--- src/rtl/st_rec_pkg.sv ---
// Shared constants and types for the state recorder: buffer map offsets, depth,
// wipe/readout state encodings and the palette mirror fold.
package st_rec_pkg;

    localparam int BUF_DEPTH = 512;
    localparam int BUF_AW    = 9;

    localparam logic [BUF_AW-1:0] PPU_BASE = 9'h000;
    localparam logic [BUF_AW-1:0] APU_BASE = 9'h008;
    localparam logic [BUF_AW-1:0] PAL_BASE = 9'h020;
    localparam logic [BUF_AW-1:0] MAP_BASE = 9'h040;
    localparam logic [BUF_AW-1:0] CNT_LO   = 9'h044;
    localparam logic [BUF_AW-1:0] CNT_HI   = 9'h045;
    localparam logic [BUF_AW-1:0] FLAGS    = 9'h046;

    typedef enum logic {
        WIPE_IDLE,
        WIPE_RUN
    } wipe_state_e;

    typedef enum logic {
        SRC_RAM,
        SRC_LIVE
    } read_src_e;

    // Sprite palette entries 0x10/0x14/0x18/0x1C alias the background entries.
    function automatic logic [4:0] palFold(input logic [4:0] idx);
        palFold = (idx[4] && (idx[1:0] == 2'b00)) ? {1'b0, idx[3:0]} : idx;
    endfunction

endpackage

--- src/rtl/st_rec_ram.sv ---
// Simple dual-port buffer RAM: one write port, one registered read port
// returning the old contents on a same-address collision.
module st_rec_ram #(
    parameter int DEPTH  = 512,
    parameter int ADDR_W = 9,
    parameter int DATA_W = 8
) (
    input  logic              clk,
    input  logic              we_i,
    input  logic [ADDR_W-1:0] waddr_i,
    input  logic [DATA_W-1:0] wdata_i,
    input  logic [ADDR_W-1:0] raddr_i,
    output logic [DATA_W-1:0] rdata_o
);

    logic [DATA_W-1:0] mem [DEPTH];

    always_ff @(posedge clk) begin
        if (we_i) begin
            mem[waddr_i] <= wdata_i;
        end
        rdata_o <= mem[raddr_i];
    end

endmodule

--- src/rtl/state_recorder.sv ---
// Records the last CPU writes to PPU, APU/IO and mapper registers plus the
// palette shadow into a 512-byte buffer, with a wipe sweep and registered readout.
module state_recorder
    import st_rec_pkg::*;
(
    input  logic        clk,
    input  logic        reset,
    input  logic        cpu_strobe,
    input  logic [15:0] cpu_addr,
    input  logic [7:0]  cpu_data_in,
    input  logic        cpu_rw,
    input  logic        freeze,
    input  logic        clear,
    output logic        busy,
    input  logic [8:0]  st_rec_addr,
    output logic [7:0]  st_rec_data
);

    wipe_state_e       wipeState_q, wipeState_d;
    logic [BUF_AW-1:0] wipePtr_q, wipePtr_d;
    logic [13:0]       v_q, v_d;
    logic              w_q, w_d;
    logic              ctrlInc_q, ctrlInc_d;
    logic [15:0]       cnt_q, cnt_d;
    read_src_e         srcSel_q, srcSel_d;
    logic [7:0]        liveData_q, liveData_d;

    logic              isPpu, isApu, isMap;
    logic [2:0]        ppuReg;
    logic              wrStrobe, rdStrobe, capture;
    logic [13:0]       vInc;
    logic              capWe;
    logic [BUF_AW-1:0] capAddr;
    logic              ramWe;
    logic [BUF_AW-1:0] ramWaddr;
    logic [7:0]        ramWdata;
    logic [7:0]        ramRdata;

    assign busy     = (wipeState_q == WIPE_RUN);
    assign isPpu    = (cpu_addr[15:13] == 3'b001);
    assign isApu    = (cpu_addr >= 16'h4000) && (cpu_addr <= 16'h4017);
    assign isMap    = cpu_addr[15];
    assign ppuReg   = cpu_addr[2:0];
    assign wrStrobe = cpu_strobe && !cpu_rw;
    assign rdStrobe = cpu_strobe && cpu_rw;
    assign capture  = wrStrobe && !freeze && !busy;
    assign vInc     = ctrlInc_q ? 14'd32 : 14'd1;

    // PPU address/toggle tracking follows the bus regardless of freeze or wipe.
    always_comb begin
        v_d       = v_q;
        w_d       = w_q;
        ctrlInc_d = ctrlInc_q;
        if (isPpu && wrStrobe) begin
            case (ppuReg)
                3'd0: ctrlInc_d = cpu_data_in[2];
                3'd5: w_d = !w_q;
                3'd6: begin
                    w_d = !w_q;
                    if (w_q) begin
                        v_d[7:0] = cpu_data_in;
                    end else begin
                        v_d[13:8] = cpu_data_in[5:0];
                    end
                end
                3'd7: v_d = v_q + vInc;
                default: ;
            endcase
        end else if (isPpu && rdStrobe) begin
            if (ppuReg == 3'd2) begin
                w_d = 1'b0;
            end else if (ppuReg == 3'd7) begin
                v_d = v_q + vInc;
            end
        end
    end

    // Buffer slot for a captured write; $2007 only lands when v points at palette.
    always_comb begin
        capWe   = 1'b0;
        capAddr = '0;
        if (capture) begin
            if (isPpu) begin
                if (ppuReg != 3'd7) begin
                    capWe   = 1'b1;
                    capAddr = PPU_BASE + {6'd0, ppuReg};
                end else if (v_q[13:8] == 6'h3F) begin
                    capWe   = 1'b1;
                    capAddr = PAL_BASE + {4'd0, palFold(v_q[4:0])};
                end
            end else if (isApu) begin
                capWe   = 1'b1;
                capAddr = APU_BASE + {4'd0, cpu_addr[4:0]};
            end else if (isMap) begin
                capWe   = 1'b1;
                capAddr = MAP_BASE + {7'd0, cpu_addr[14:13]};
            end
        end
    end

    // Wipe sweep: a clear in any state (re)starts from address 0.
    always_comb begin
        wipeState_d = wipeState_q;
        wipePtr_d   = wipePtr_q;
        case (wipeState_q)
            WIPE_IDLE: begin
                if (clear) begin
                    wipeState_d = WIPE_RUN;
                    wipePtr_d   = '0;
                end
            end
            WIPE_RUN: begin
                if (clear) begin
                    wipePtr_d = '0;
                end else if (wipePtr_q == BUF_AW'(BUF_DEPTH - 1)) begin
                    wipeState_d = WIPE_IDLE;
                end else begin
                    wipePtr_d = wipePtr_q + 1'b1;
                end
            end
            default: wipeState_d = WIPE_IDLE;
        endcase
    end

    always_comb begin
        cnt_d = cnt_q;
        if (clear) begin
            cnt_d = '0;
        end else if (capWe) begin
            cnt_d = cnt_q + 16'd1;
        end
    end

    // Counter and flags bypass the RAM; their snapshot is aligned with the RAM read.
    always_comb begin
        srcSel_d   = SRC_RAM;
        liveData_d = 8'h00;
        case (st_rec_addr)
            CNT_LO: begin
                srcSel_d   = SRC_LIVE;
                liveData_d = cnt_q[7:0];
            end
            CNT_HI: begin
                srcSel_d   = SRC_LIVE;
                liveData_d = cnt_q[15:8];
            end
            FLAGS: begin
                srcSel_d   = SRC_LIVE;
                liveData_d = {5'd0, busy, freeze, w_q};
            end
            default: ;
        endcase
    end

    always_ff @(posedge clk) begin
        if (reset) begin
            wipeState_q <= WIPE_IDLE;
            wipePtr_q   <= '0;
            v_q         <= '0;
            w_q         <= 1'b0;
            ctrlInc_q   <= 1'b0;
            cnt_q       <= '0;
            srcSel_q    <= SRC_LIVE;
            liveData_q  <= 8'h00;
        end else begin
            wipeState_q <= wipeState_d;
            wipePtr_q   <= wipePtr_d;
            v_q         <= v_d;
            w_q         <= w_d;
            ctrlInc_q   <= ctrlInc_d;
            cnt_q       <= cnt_d;
            srcSel_q    <= srcSel_d;
            liveData_q  <= liveData_d;
        end
    end

    assign ramWe    = !reset && (busy || capWe);
    assign ramWaddr = busy ? wipePtr_q : capAddr;
    assign ramWdata = busy ? 8'h00 : cpu_data_in;

    st_rec_ram #(
        .DEPTH (BUF_DEPTH),
        .ADDR_W(BUF_AW),
        .DATA_W(8)
    ) u_ram (
        .clk    (clk),
        .we_i   (ramWe),
        .waddr_i(ramWaddr),
        .wdata_i(ramWdata),
        .raddr_i(st_rec_addr),
        .rdata_o(ramRdata)
    );

    assign st_rec_data = (srcSel_q == SRC_LIVE) ? liveData_q : ramRdata;

endmodule

--- config.mk ---
export PLATFORM = sky130hd
export DESIGN_NAME = state_recorder
export DESIGN_NICKNAME = d
export VERILOG_FILES = /design/src/rtl/st_rec_pkg.sv /design/src/rtl/st_rec_ram.sv /design/src/rtl/state_recorder.sv
export SDC_FILE = /design/constraint.sdc
export NUM_CORES = 2
export LEC_CHECK = 0
export ABC_AREA = 0
export CAP_MARGIN = 15
export CORE_ASPECT_RATIO = 1.25
export CORE_MARGIN = 1.5
export CORE_UTILIZATION = 48
export CTS_CLUSTER_DIAMETER = 80
export DETAILED_ROUTE_END_ITERATION = 8
export PLACE_DENSITY = 0.69
export SLEW_MARGIN = 20
export SYNTH_ARGS = -nofsm -noshare
export SYNTH_HDL_FRONTEND = slang
export SYNTH_SLANG_ARGS = --single-unit
--- constraint.sdc ---
create_clock -name clk -period 43.1 [get_ports clk]
set_input_delay 6.465 -clock clk [delete_from_list [all_inputs] [get_ports clk]]
set_output_delay 6.465 -clock clk [all_outputs]
set_load 0.02 [all_outputs]
==> qor.yml <==
status:
  status: "completed"
worst_setup_path:
  crit_path_end_kind: "register"
  arrival_ns: 13.05
  crit_slowest_cell: "buf_4"
  worstPathMaxFanout: 87
  worstPathRequired_ns: 43.88
  startpoint_type: "input port"
  crit_chain: "buf_16 > buf_4 > buf_4 > buf_4 > buf_4 > buf_4 > mux4_2 > mux2i_1 > o22ai_1 > a2111o_1 > o311ai_2 > buf_4 > nand3_1 > a2bb2oi_1"
  path_class: "in -> reg"
  cpMostUsedCell: "buf_4"
  slowest_delay_ns: 0.86
die:
  ios: 48
  die-area_um2: 341000
  start_util: 0.482
  core_um2: 336000
  rows: 238
  die-width_um: 522
  die_h_um: 652
clock_network:
  htree_levels: 5
  clkTransAtPathRegs_ns: 0.07
  post_cts_buffers: 0
  ctsHoldBuffers: 0
  numCtsBuffers: 370
  cts_root_buffer: "clkbuf_16"
  clock_latency_ns: 0.92
  clock_path_buffers: 4
  cts.sinks: 4155
  cts_resized: 0
  tritoncts: "yes"
routing:
  drc_errors: 0
  vias_per_cell: 6.56
  drt_iter0_drc: 12100
  ant_nets: 0
  drtPass1Iterations: 8
  wl_per_cell_um: 35.8
  num_vias: 83500
  finalWirelength_um: 455000
timing:
  fin_crit_sh: 0.285
  setup_viol: 0
  worstMarginPinSlew_ns: 1.30
  slew_violations: 0
  timing.final.ws_setup_ns: 30.84
  rsz0062_at_grt: "no"
  hold_viol: 0
  relSlewSlack: 0.135
  skew_ns: 0.0499
  fin_crit_ns: 12.26
  tns_ns: 0
  fmax_mhz: 81.5
synthesis:
  synth-edff-count: 4096
  syn_nets: 7855
  synth-compound-area-share: 0.0319
  seq_area_frac_synth: 0.767
  synth-simple-area-share: 0.0280
  async_reset_ff_frac: 0
  synthMuxAreaShare: 0.155
  yosys.area_share.xor_xnor: 0.000974
  ys_types: 79
  synth_top_family_by_area: "multiplexers"
  synth_flop_cell: "edfxtp_1"
  yosysWarnings: 0
  synth_area_um2: 162000
  postSynthAreaPerCell_um2: 20.7
  synth.ff_latch_count: 4155
  syn_inst: 7809
  synth_adder_area_share: 0.000541
power:
  power_density_nw_per_um2: 45.9
  ir_worst_vdd_mv: 0.0332
  p_leak_nw: 55.8
hold_path:
  hold_path_class: "reg -> reg"
finish:
  final_cell_mix: "edfxtp_1, mux4_2, nor2_1, clkbuf_16, mux2i_1"
  n_fill_cell: 25100
  final_cells: 12700
  nets: 7993
  layout_commonest_cell: "edfxtp_1"
  synthToLayoutAreaGrowth_pct: 10.9
  drive_above_1_share: 0.214
placed_design:
  port_buffers: 47
  dp_cells: 12000
  pre_cts_ws_ns: 29.77
  dp_hpwl_um: 273000
  gp_congestion: 0.891
global_routing:
  grt-ovfl-total: 0
  grt_pass1_vias: 82600
  antenna_found_initial: 30
  track_usage: 0.265
  grt_max_degree: 189
  grt_pass1_wl_um: 636000
flow_run:
  max_cap_viol_count: 0
-- through the flow --
step	total power, W	hold slack, ns	instance area, um2	utilization
2_1_floorplan	0.00485	0.464	162000	-
3_3_place_gp	0.00499	0.483	167000	0.498
3_5_place_dp	0.00500	0.500	167000	0.498
4_1_cts	0.00826	0.511	179000	0.534
5_1_grt	0.00841	0.542	180000	0.534
6_report	0.00825	0.514	180000	0.534
-- final timing paths --
| check | start | end | slack [ns] | cells past startpoint |
|---|---|---|---|---|
| worst max register to register | busy | u_ram.mem[474][7] | 37.16 | 7 |
| worst min-delay path | cnt_q[13] | cnt_q[13] | 0.51 | 2 |
| worst min register to register | cnt_q[13] | cnt_q[13] | 0.51 | 2 |
| worst max-delay path | st_rec_addr[0] | u_ram.rdata_o[1] | 30.84 | 14 |
-- cell usage after synthesis (all sizes together) (5+ instances only) --
| master | count | area, um2 |
|---|---|---|
| nor3b | 5 | 42.5 |
| nand3 | 73 | 365 |
| mux2i | 378 | 3780 |
| a221oi | 81 | 709 |
| nor4 | 12 | 75.1 |
| clkbuf | 182 | 683 |
| xnor2 | 7 | 61.3 |
| and3 | 13 | 81.3 |
| or3 | 10 | 62.6 |
| nor2 | 647 | 2430 |
| o21ai | 118 | 591 |
| o221ai | 20 | 175 |
| a21oi | 106 | 531 |
| and2 | 8 | 50.1 |
| a32oi | 7 | 61.3 |
| buf | 304 | 1930 |
| nor3 | 26 | 140 |
| mux4 | 935 | 21100 |
| edfxtp | 4096 | 123000 |
| mux2 | 20 | 225 |
| nand2 | 183 | 687 |
| or3b | 5 | 43.8 |
| a22oi | 172 | 1290 |
| o311ai | 6 | 52.6 |
| a221o | 5 | 50.1 |
| xor2 | 11 | 96.3 |
| a211oi | 36 | 270 |
| a311oi | 6 | 52.6 |
| nand4 | 17 | 106 |
| inv | 11 | 41.3 |
| o211ai | 31 | 233 |
| o21a | 10 | 75.1 |
| nor2b | 36 | 225 |
| nand2b | 8 | 50.1 |
| a2111oi | 12 | 105 |
| dfxtp | 59 | 1180 |
| ha | 7 | 87.6 |
| a31oi | 25 | 156 |
| o22ai | 34 | 213 |
| nand3b | 5 | 37.5 |
| a22o | 15 | 131 |
-- kinds of logic after synthesis --
family / after synthesis
buffers and inverters: 500
and+or+nand+nor: 1060
adders and majority gates: 7
AOI/OAI and AO/OA: 736
xor gates and xnor gates: 18
DFF: 4155
muxes: 1333
-- layer usage --
metal	vias up	global-route usage	routed length, um
li1	32700	-	-
met1	44300	0.342	159000
met2	5438	0.424	219000
met3	1021	0.0508	47700
met4	12	0.147	29300
met5	-	0	82
-- worst max-delay path, delay by kind of cell --
family | cells | cell delay, ns
compound gates | 4 | 0.77
mux | 2 | 0.92
buf+inv | 7 | 4.39
simple gates | 1 | 0.14
-- state kept, by name, summed over array words and instances (netlist names) --
signal	cells
u_ram.rdata_o	8
ctrlInc_q	1
liveData_q	8
busy	1
v_q	14
wipePtr_q	9
w_q	1
srcSel_q	1
u_ram.mem	4096
cnt_q	16
-- area by class of cell --
| type | instances | area [um2] | share of cell area |
|---|---|---|---|
| sequential | 4155 | 124000 | 0.692 |
| multi-input combinational | 3154 | 35400 | 0.197 |
| clock buffer | 458 | 10000 | 0.0557 |
| tap | 4440 | 5560 | 0.0309 |
| timing repair buffer | 252 | 2230 | 0.0124 |
| clock inverter | 203 | 2000 | 0.0112 |
| antenna | 52 | 130 | 0.000725 |
| inverter | 14 | 60.1 | 0.000335 |
-- power by group --
part           leakage (nW)  switching, W  internal, W
clock                  5.87       0.00146      0.00187
combinational          12.3      0.000313     0.000134
sequential             37.7    0.00000916      0.00446
(Power assumes the default switching activity.)
